<file path="src/rtl/tqvp_tacos_pkg.sv">
`default_nettype none
// ----------------------------------------------------------------------------
// tqvp_tacos_pkg : register map, access sizes and channel states
// Rev 1.0
// ----------------------------------------------------------------------------
package tqvp_tacos_pkg;

  localparam logic [5:0] c_CTRL      = 6'h00;
  localparam logic [5:0] c_IRQ_FLAG  = 6'h04;
  localparam logic [5:0] c_EN        = 6'h08;
  localparam logic [5:0] c_CH_BASE   = 6'h10;
  localparam logic [5:0] c_CH_STRIDE = 6'h08;

  typedef enum logic [1:0] {
    SZ_BYTE = 2'b00,
    SZ_HALF = 2'b01,
    SZ_WORD = 2'b10,
    SZ_IDLE = 2'b11
  } access_sz_e;

  typedef enum logic {
    IDLE = 1'b0,
    RUN  = 1'b1
  } ch_state_e;

  function automatic logic [31:0] size_mask(input access_sz_e sz);
    case (sz)
      SZ_BYTE: return 32'h0000_00FF;
      SZ_HALF: return 32'h0000_FFFF;
      default: return 32'hFFFF_FFFF;
    endcase
  endfunction

endpackage
`default_nettype wire

</file>
<file path="src/rtl/tqvp_tacos_pwm_channel.sv">
`default_nettype none
// ----------------------------------------------------------------------------
// tqvp_tacos_pwm_channel : one double-buffered PWM counter channel
// Rev 1.0
// ----------------------------------------------------------------------------
module tqvp_tacos_pwm_channel
  import tqvp_tacos_pkg::*;
#(
  parameter int CNT_W = 16
) (
  input  logic             clk,
  input  logic             rst_n,
  input  logic             i_tick,
  input  logic             i_enable,
  input  logic             i_oneshot,
  input  logic [CNT_W-1:0] i_period,
  input  logic [CNT_W-1:0] i_duty,
  output logic             o_pwm,
  output logic             o_wrap_pulse,
  output logic             o_oneshot_done
);

  ch_state_e        r_state;
  logic [CNT_W-1:0] r_cnt;
  logic [CNT_W-1:0] r_sper;
  logic [CNT_W-1:0] r_sduty;
  logic             r_pwm;
  logic             w_wrap;

  assign w_wrap         = (r_state == RUN) && i_enable && i_tick && (r_cnt == r_sper);
  assign o_wrap_pulse   = w_wrap;
  assign o_oneshot_done = w_wrap && i_oneshot;
  assign o_pwm          = r_pwm;

  always_ff @(posedge clk or negedge rst_n) begin
    if (!rst_n) begin
      r_state <= IDLE;
      r_cnt   <= '0;
      r_sper  <= '0;
      r_sduty <= '0;
      r_pwm   <= 1'b0;
    end else begin
      // Gating with i_enable makes a global disable drop the output on the next edge
      r_pwm <= i_enable && (r_state == RUN) && (r_cnt < r_sduty);
      case (r_state)
        IDLE: begin
          r_cnt   <= '0;
          r_sper  <= i_period;
          r_sduty <= i_duty;
          if (i_enable) r_state <= RUN;
        end
        RUN: begin
          if (!i_enable) begin
            r_state <= IDLE;
            r_cnt   <= '0;
          end else if (i_tick) begin
            if (r_cnt == r_sper) begin
              r_cnt   <= '0;
              r_sper  <= i_period;
              r_sduty <= i_duty;
              if (i_oneshot) r_state <= IDLE;
            end else begin
              r_cnt <= r_cnt + CNT_W'(1);
            end
          end
        end
        default: r_state <= IDLE;
      endcase
    end
  end

endmodule
`default_nettype wire

</file>
<file path="src/rtl/tqvp_tacos_pwm_timer.sv">
`default_nettype none
// ----------------------------------------------------------------------------
// tqvp_tacos_pwm_timer : multi-channel PWM / compare timer on the TinyQV bus
// Rev 1.0
// ----------------------------------------------------------------------------
module tqvp_tacos_pwm_timer
  import tqvp_tacos_pkg::*;
#(
  parameter int NUM_CH = 4,
  parameter int CNT_W  = 16
) (
  input  logic        clk,
  input  logic        rst_n,
  input  logic [7:0]  ui_in,
  output logic [7:0]  uo_out,
  input  logic [5:0]  address,
  input  logic [31:0] data_in,
  input  logic [1:0]  data_write_n,
  input  logic [1:0]  data_read_n,
  output logic [31:0] data_out,
  output logic        data_ready,
  output logic        user_interrupt
);

  logic              r_gen;
  logic [7:0]        r_presc;
  logic [7:0]        r_pre;
  logic [NUM_CH-1:0] r_oneshot;
  logic [NUM_CH-1:0] r_irq_flag;
  logic [NUM_CH-1:0] r_ch_en;
  logic [NUM_CH-1:0] r_irq_en;

  logic [NUM_CH-1:0] w_pwm;
  logic [NUM_CH-1:0] w_wrap;
  logic [NUM_CH-1:0] w_done;
  logic [NUM_CH-1:0] w_clr;
  logic [31:0]       w_ch_img [NUM_CH];
  logic [31:0]       w_rd_img;
  logic [31:0]       w_mask;
  logic [31:0]       w_wnew;
  logic [5:0]        w_addr;
  access_sz_e        w_sz;
  logic              w_wr;
  logic              w_tick;
  logic              w_unused;

  assign w_addr = {address[5:2], 2'b00};
  assign w_sz   = access_sz_e'(data_write_n);
  assign w_wr   = (w_sz != SZ_IDLE);
  assign w_mask = size_mask(w_sz);
  // Partial writes merge into the current register image
  assign w_wnew = (w_rd_img & ~w_mask) | (data_in & w_mask);
  assign w_clr  = data_in[NUM_CH-1:0] & w_mask[NUM_CH-1:0];
  assign w_tick = r_gen && (r_pre == r_presc);

  assign uo_out         = 8'(w_pwm);
  assign data_out       = (data_read_n != 2'b11) ? w_rd_img : 32'h0;
  assign data_ready     = 1'b1;
  assign user_interrupt = |(r_irq_flag & r_irq_en);
  assign w_unused       = &{1'b0, ui_in, address[1:0], w_wnew};

  always_comb begin
    w_rd_img = '0;
    case (w_addr)
      c_CTRL: begin
        w_rd_img[0]           = r_gen;
        w_rd_img[15:8]        = r_presc;
        w_rd_img[16+:NUM_CH]  = r_oneshot;
      end
      c_IRQ_FLAG: w_rd_img[NUM_CH-1:0] = r_irq_flag;
      c_EN: begin
        w_rd_img[NUM_CH-1:0]  = r_ch_en;
        w_rd_img[8+:NUM_CH]   = r_irq_en;
      end
      default: for (int ch = 0; ch < NUM_CH; ch++) w_rd_img = w_rd_img | w_ch_img[ch];
    endcase
  end

  always_ff @(posedge clk or negedge rst_n) begin
    if (!rst_n) begin
      r_pre <= '0;
    end else if (!r_gen || (r_pre == r_presc)) begin
      r_pre <= '0;
    end else begin
      r_pre <= r_pre + 8'd1;
    end
  end

  // Hardware flag set beats W1C; software CH_EN write beats one-shot clear
  always_ff @(posedge clk or negedge rst_n) begin
    if (!rst_n) begin
      r_gen      <= 1'b0;
      r_presc    <= '0;
      r_oneshot  <= '0;
      r_irq_flag <= '0;
      r_ch_en    <= '0;
      r_irq_en   <= '0;
    end else begin
      r_ch_en    <= r_ch_en & ~w_done;
      r_irq_flag <= r_irq_flag | w_wrap;
      if (w_wr) begin
        case (w_addr)
          c_CTRL: begin
            r_gen     <= w_wnew[0];
            r_presc   <= w_wnew[15:8];
            r_oneshot <= w_wnew[16+:NUM_CH];
          end
          c_IRQ_FLAG: r_irq_flag <= (r_irq_flag & ~w_clr) | w_wrap;
          c_EN: begin
            r_ch_en  <= w_wnew[NUM_CH-1:0];
            r_irq_en <= w_wnew[8+:NUM_CH];
          end
          default: ;
        endcase
      end
    end
  end

  for (genvar ch = 0; ch < NUM_CH; ch++) begin : g_ch
    localparam logic [5:0] c_PER_ADDR  = 6'(c_CH_BASE + ch * c_CH_STRIDE);
    localparam logic [5:0] c_DUTY_ADDR = c_PER_ADDR + 6'd4;

    logic [CNT_W-1:0] r_period;
    logic [CNT_W-1:0] r_duty;

    always_ff @(posedge clk or negedge rst_n) begin
      if (!rst_n) begin
        r_period <= '0;
        r_duty   <= '0;
      end else if (w_wr) begin
        if (w_addr == c_PER_ADDR)  r_period <= w_wnew[CNT_W-1:0];
        if (w_addr == c_DUTY_ADDR) r_duty   <= w_wnew[CNT_W-1:0];
      end
    end

    assign w_ch_img[ch] = (w_addr == c_PER_ADDR)  ? 32'(r_period) :
                          (w_addr == c_DUTY_ADDR) ? 32'(r_duty)   : 32'h0;

    tqvp_tacos_pwm_channel #(
      .CNT_W (CNT_W)
    ) u_ch (
      .clk            (clk),
      .rst_n          (rst_n),
      .i_tick         (w_tick),
      .i_enable       (r_gen & r_ch_en[ch]),
      .i_oneshot      (r_oneshot[ch]),
      .i_period       (r_period),
      .i_duty         (r_duty),
      .o_pwm          (w_pwm[ch]),
      .o_wrap_pulse   (w_wrap[ch]),
      .o_oneshot_done (w_done[ch])
    );
  end

endmodule
`default_nettype wire

</file>
<file path="config.mk">
export PLATFORM = sky130hd
export DESIGN_NAME = tqvp_tacos_pwm_timer
export DESIGN_NICKNAME = d
export VERILOG_FILES = /design/src/rtl/tqvp_tacos_pkg.sv /design/src/rtl/tqvp_tacos_pwm_channel.sv /design/src/rtl/tqvp_tacos_pwm_timer.sv
export SDC_FILE = /design/constraint.sdc
export NUM_CORES = 1
export LEC_CHECK = 0
export BUFFER_PORTS_ARGS = -buffer_cell sky130_fd_sc_hd__buf_2
export CAP_MARGIN = 30
export CORE_ASPECT_RATIO = 1.4
export CORE_MARGIN = 2
export CORE_UTILIZATION = 25
export DETAILED_ROUTE_END_ITERATION = 10
export SKIP_CTS_REPAIR_TIMING = 1
export SYNTH_ARGS = -nofsm -noshare
export SYNTH_HDL_FRONTEND = slang
export SYNTH_SLANG_ARGS = --single-unit
</file>
<file path="constraint.sdc">
create_clock -name clk -period 2.35 [get_ports clk]
set_input_delay 0.235 -clock clk [delete_from_list [all_inputs] [get_ports clk]]
set_output_delay 0.235 -clock clk [all_outputs]
set_load 0.01 [all_outputs]
</file>
==> impl_metrics.toml, run 1 <==
[clocking]
cts_root_buf = "clkbuf_16"
cts_tree = "yes"
cts_max_level = 2
insertion_delay_ns = 0.56
cts_buffers = 37
clock_sinks = 361
clkTransAtPathRegs_ns = 0.07
clk_path_buf_depth = 3

[drt]
vias = 16066
routed_via_density = 5.00
antenna_left = 0
drt_drc_violations_left = 0
drt_wl_total_um = 68700
first_pass_iters = 7
avgRoutedWirePerCell_um = 21.4
drtIter0Drc = 1647

[die]
core-area_um2 = 77500
start_util_pct = 25.2
dieHeight_um = 334
core.rowCount = 121
ios = 94
dieArea_um2 = 80300
die_w_um = 240

[logic_synthesis]
synth_cell_types = 68
syn_inst = 1942
ys_ff_latch = 361
syn_avg_cell_area_um2 = 10.0
synth_top_area_share_pct = 46.3
synth_flop_cell = "dfrtp_1"
yosys-top-cells-area = "dfrtp_1 (46%), mux2_2 (6.6%), mux2_1 (5.3%)"
synthArstFlopShare_pct = 100
yosysTopAreaCell = "dfrtp_1"
ys_warn_count = 0
ys_seq_area_share_pct = 46.3
synth.cell_area_um2 = 19500
synth-edff-count = 0

[global_route]
grt_pass1_vias = 15474
grt_max_degree = 80
grt_pass1_wl_um = 98700
antenna_found_initial = 6
gr-total-overflow = 0
grt_usage_pct = 16.3

[power_and_ir_drop]
power_frac_seq_pct = 44.8
power_density_nw_per_um2 = 813
combPwrFrac_pct = 23.8
power_frac_clock_pct = 31.5
p_leak_nw = 11.6
ir_worst_vdd_uv = 484
p_int_mw = 13.8
switching_share_pct = 31.1
switchingPower_mw = 6.21

[placement]
dp_hpwl_um = 49700
gp_routability_congestion = 0.974
io_buffers = 54

[timing]
layout_min_cycle_time_ns = 2.55
finalSetupTns_ns = -0.802
setup_viol = 25
whs_ns = -0.0255
slew_headroom_pct = 33.6
max_freq_ghz = 0.393
final.setup_skew_ns = 0.0308
finalHoldViolCount = 1
setup_slack_ns = -0.195
finalCritPeriodShare_pct = 108
slew_violations = 0
tightest_slew_ns = 0.997
rsz0062_at_grt = "true"

[worst_setup_path]
r2r_setup_slack_ns = -0.02
critPathMaxFanout = 3
critical-path-max-stage-delay_ns = 0.44
critPathSlowestCell = "dfrtp_1"
crit_arrival_ns = 2.31
worstSetupPathType = "reg -> out"
end_kind = "primary output"
r2r_start = "g_ch[3].u_ch.r_cnt[2]$_DFFE_PN0P_"
worstPathCellList = "mux2_4 > a22o_1 > a222oi_1 > buf_4 > nor2_2 > buf_2"
startpoint = "g_ch[2].r_period[15]$_DFFE_PN0P_"
start_kind = "register"
cp.required_ns = 2.12

[worst_hold_path]
worstHoldPathType = "in -> reg"
hp-start = "data_in[16]"

[cells_and_area]
area_growth_pct = 26.0
nets = 2253
fillers = 8017
drive_above_1_share_pct = 27.4

[run_status]
status = "finished with violations"
failed_checks = "negative hold slack, negative setup slack"

[run]
cap_violations = 0
## layout by cell type (no fill, tap or decap), drive strengths merged, types with 15 or more instances in the layout
| master | count |
|---|---|
| dfrtp | 361 |
| buf | 272 |
| nand2 | 261 |
| mux2 | 206 |
| nor2 | 108 |
| nand3 | 98 |
| inv | 80 |
| xor2 | 77 |
| ha | 65 |
| a21oi | 64 |
| clkbuf | 61 |
| nand4 | 48 |
| o21ai | 39 |
| and3 | 32 |
| a31oi | 29 |
| o211ai | 26 |
| nor4 | 25 |
| nor3 | 24 |
| a22o | 22 |
| o31ai | 20 |
| conb | 17 |
| a31o | 16 |
| nor2b | 15 |
## worst paths after layout
path | endpoint | depth (start not counted)
worst max-delay path | data_out[15] | 6
worst min-delay path | r_oneshot[0]$_DFFE_PN0P_ | 2
worst max register to register | g_ch[3].u_ch.r_sduty[15]$_DFFE_PN0P_ | 9
worst min register to register | g_ch[1].u_ch.r_sduty[1]$_DFFE_PN0P_ | 1
max in group asynchronous | g_ch[3].u_ch.r_sduty[4]$_DFFE_PN0P_ | 3
min in group asynchronous | g_ch[0].u_ch.r_cnt[2]$_DFFE_PN0P_ | 2
## worst max-delay path: cells and delay by family, from the launching register on
family / cells / cell delay, ns
compound gates: 2 / 0.63
buf+inv: 2 / 0.37
simple gates: 1 / 0.03
mux: 1 / 0.29
flops: 1 / 0.44
## per-stage QoR
stage	instances	setup WS, ns	cell area (µm²)	utilization [%]	total power [mW]
finish	3212	-0.195	24600	31.7	20.0
global route	3210	-0.263	24600	31.7	20.8
CTS	3177	-0.609	23500	30.3	19.1
detailed placement	3110	-0.365	22200	28.6	12.8
global placement	3109	-0.356	22200	28.6	12.7
floorplan	1957	0.0695	19600	-	10.9
## cell families (layout without fill, tap and decap cells)
family,Yosys count,count (layout),synth area share (%)
AO/OA/AOI/OAI,318,318,11.6
XOR/XNOR,78,78,3.50
adder cells (fa/ha/maj),65,65,4.17
other,2,20,0.0385
buffers and inverters,223,430,4.95
flip-flops,361,361,46.3
multiplexers,219,219,12.7
AND/OR/NAND/NOR,676,676,16.7
## routing by layer
metal	vias to the layer above	track usage, %	share of wire (%)
li1	7311	-	-
met1	8026	19.7	40
met2	543	28.0	49
met3	178	2.72	5.4
met4	8	7.98	5.1
met5	-	0	0.065
## power groups by stage
stage | sequential [mW] | clock (mW) | combinational [mW]
after global routing | 9.04 | 6.66 | 5.13
final | 8.94 | 6.28 | 4.75
after floorplan | 8.27 | 0 | 2.60
after detailed placement | 8.96 | 0 | 3.81
after global placement | 8.93 | 0 | 3.75
after CTS | 8.85 | 6.39 | 3.84
## area by class of cell
cell class | count | area [µm²] | share of cell area (%)
sequential | 361 | 9040 | 36.8
antenna | 3 | 7.51 | 0.0306
timing repair buffer | 284 | 2450 | 9.99
inverter | 79 | 297 | 1.21
clock buffer | 53 | 1100 | 4.47
multi-input combinational | 1373 | 10200 | 41.4
tap | 1045 | 1310 | 5.32
clock inverter | 14 | 183 | 0.744
## cells in the mapped netlist, drive strengths merged (5+ instances only)
cell       n
a211oi     8
a21o      12
a21oi     64
a221oi     6
a22o      22
a22oi     11
a31o      16
a31oi     29
a32oi     12
and2      11
and3      32
buf       58
clkbuf    86
dfrtp    361
ha        65
inv       79
mux2     206
mux2i     11
nand2    261
nand2b     8
nand3     98
nand3b     9
nand4     48
nand4b     5
nand4bb    6
nor2     108
nor2b     15
nor3      24
nor3b      9
nor4      25
o211ai    26
o21ai     39
o22ai     10
o2bb2ai    6
o311ai     6
o31ai     20
xor2      77
## sequential cells by signal, indices dropped and copies added (netlist names), 8 cells and up
signal             cells
g_ch.r_duty           64
g_ch.r_period         64
g_ch.u_ch.r_cnt       64
g_ch.u_ch.r_sduty     64
g_ch.u_ch.r_sper      64
r_pre                  8
r_presc                8
Power figures use the tool's default switching activity.
==> inputs of run 2 (changes only) <==
- BUFFER_PORTS_ARGS: -buffer_cell sky130_fd_sc_hd__buf_2 -> -buffer_cell sky130_fd_sc_hd__buf_4
- CORE_UTILIZATION: 25 -> 54
- PLACE_DENSITY: default -> 0.74
==> impl_metrics.toml, run 2 (same netlist as run 1, synthesis figures left out) <==
[drt]
routed_via_density = 6.32
vias = 16591
antenna_left = 0
first_pass_iters = 6
avgRoutedWirePerCell_um = 25.2
drt_wl_total_um = 66300
drt_drc_violations_left = 0
drtIter0Drc = 1682

[die]
dieArea_um2 = 37700
die_w_um = 165
core.rowCount = 82
dieHeight_um = 229
core-area_um2 = 35700
start_util_pct = 54.6
ios = 94

[worst_setup_path]
end_kind = "primary output"
critPathMaxFanout = 2
worstSetupPathType = "reg -> out"
crit_arrival_ns = 2.31
start_kind = "register"
cp.required_ns = 2.12

[global_route]
grt_usage_pct = 33.6
grt_pass1_wl_um = 95700
antenna_found_initial = 0
gr-total-overflow = 0
grt_pass1_vias = 16333
grt_max_degree = 79

[timing]
tightest_slew_ns = 0.893
slew_headroom_pct = 40.4
whs_ns = 0.0293
finalCritPeriodShare_pct = 108
setup_slack_ns = -0.197
layout_min_cycle_time_ns = 2.55
slew_violations = 0
max_freq_ghz = 0.393
final.setup_skew_ns = 0.0146
finalHoldViolCount = 0
setup_viol = 90
rsz0062_at_grt = "true"

[cells_and_area]
nets = 2253
n_antenna_cell = 0
area_growth_pct = 23.1
most-common-layout-cells = "dfrtp_1 (351), nand2_1 (260), buf_4 (237)"
drive_above_1_share_pct = 26.8
mostFrequentLayoutCell = "dfrtp_1"

[placement]
gp_routability_congestion = 1.01
dp_hpwl_um = 45800
io_buffers = 54

[clocking]
clkTransAtPathRegs_ns = 0.06
cts_tree = "yes"
cts_buffers = 37
cts_root_buf = "clkbuf_16"
cts_max_level = 2
clk_path_buf_depth = 3
insertion_delay_ns = 0.54
clock_sinks = 361

[power_and_ir_drop]
ir_worst_vdd_uv = 579
p_leak_nw = 11.7
power_density_nw_per_um2 = 857
power.total_mw = 20.6

[run_status]
failed_checks = "negative setup slack"
status = "finished with violations"

[worst_hold_path]
worstHoldPathType = "in -> reg"

[run]
cap_violations = 0
[run 2: cell types whose count changed in the layout (fill, tap and decap cells not counted), sizes merged]
| cell | delta |
|---|---|
| clkbuf | -2 |
| clkinvlp | +1 |
| clkinv | -1 |
| bufinv | +5 |
| inv | +1 |
| diode | -3 |
| buf | -4 |
| dlygate4sd3 | +1 |
[run 2: report_power, final]
group          switching (mW)  internal (mW)
Sequential               1.40           7.55
Combinational            2.29           2.53
Clock                    2.58           4.20
[run 2: final timing paths]
| check | cells past startpoint | slack, ns | start | to |
|---|---|---|---|---|
| setup / recovery | 7 | -0.20 | r_presc[7]$_DFFE_PN0P_ | data_out[15] |
| hold / removal | 3 | 0.03 | data_in[5] | g_ch[0].r_duty[5]$_DFFE_PN0P_ |
| setup reg to reg | 9 | -0.16 | r_pre[1]$_DFF_PN0_ | g_ch[1].u_ch.r_sduty[15]$_DFFE_PN0P_ |
| hold reg to reg | 1 | 0.48 | g_ch[2].u_ch.r_sduty[0]$_DFFE_PN0P_ | g_ch[2].u_ch.r_sduty[0]$_DFFE_PN0P_ |
| max in group asynchronous | 3 | 1.35 | rst_n | g_ch[2].r_period[8]$_DFFE_PN0P_ |
| min in group asynchronous | 2 | 0.21 | rst_n | r_presc[7]$_DFFE_PN0P_ |
[run 2: layout make-up]
| cell class | count | area (µm²) |
|---|---|---|
| Clock buffer | 48 | 1060 |
| Clock inverter | 20 | 348 |
| Fill cell | 2643 | 11700 |
| Inverter | 79 | 297 |
| Multi-Input combinational cell | 1373 | 10100 |
| Sequential cell | 361 | 9050 |
| Tap cell | 462 | 578 |
| Timing Repair Buffer | 284 | 2610 |
[run 2: metrics by stage]
step	cells	setup WS (ns)	util, %	TNS (ns)	area (µm²)
global placement	2506	-0.169	59.9	-1.85	21400
global route	2627	-0.236	67.2	-13.31	24000
detailed placement	2506	-0.136	59.9	-2.91	21400
CTS	2574	-0.254	63.9	-6.01	22800
floorplan	1957	0.0695	-	0	19600
finish	2627	-0.197	67.2	-6.75	24000
[run 2: per-layer routing]
metal  vias to the layer above  track usage (%)  part of all wire, %
met2                       782             56.0                   49
li1                       7311                -                    -
met5                         -                0                    0
met1                      8256             41.0                   37
met4                         0             21.3                  8.0
met3                       242             4.30                  6.8
[run 2: critical path, stage by stage (launching register included)]
cell and delay, ns:
dfrtp_1 0.39, buf_6 0.13, mux2_4 0.26, a22o_1 0.17, a222oi_1 0.42, buf_4 0.22, nor2_4 0.03, buf_6 0.13
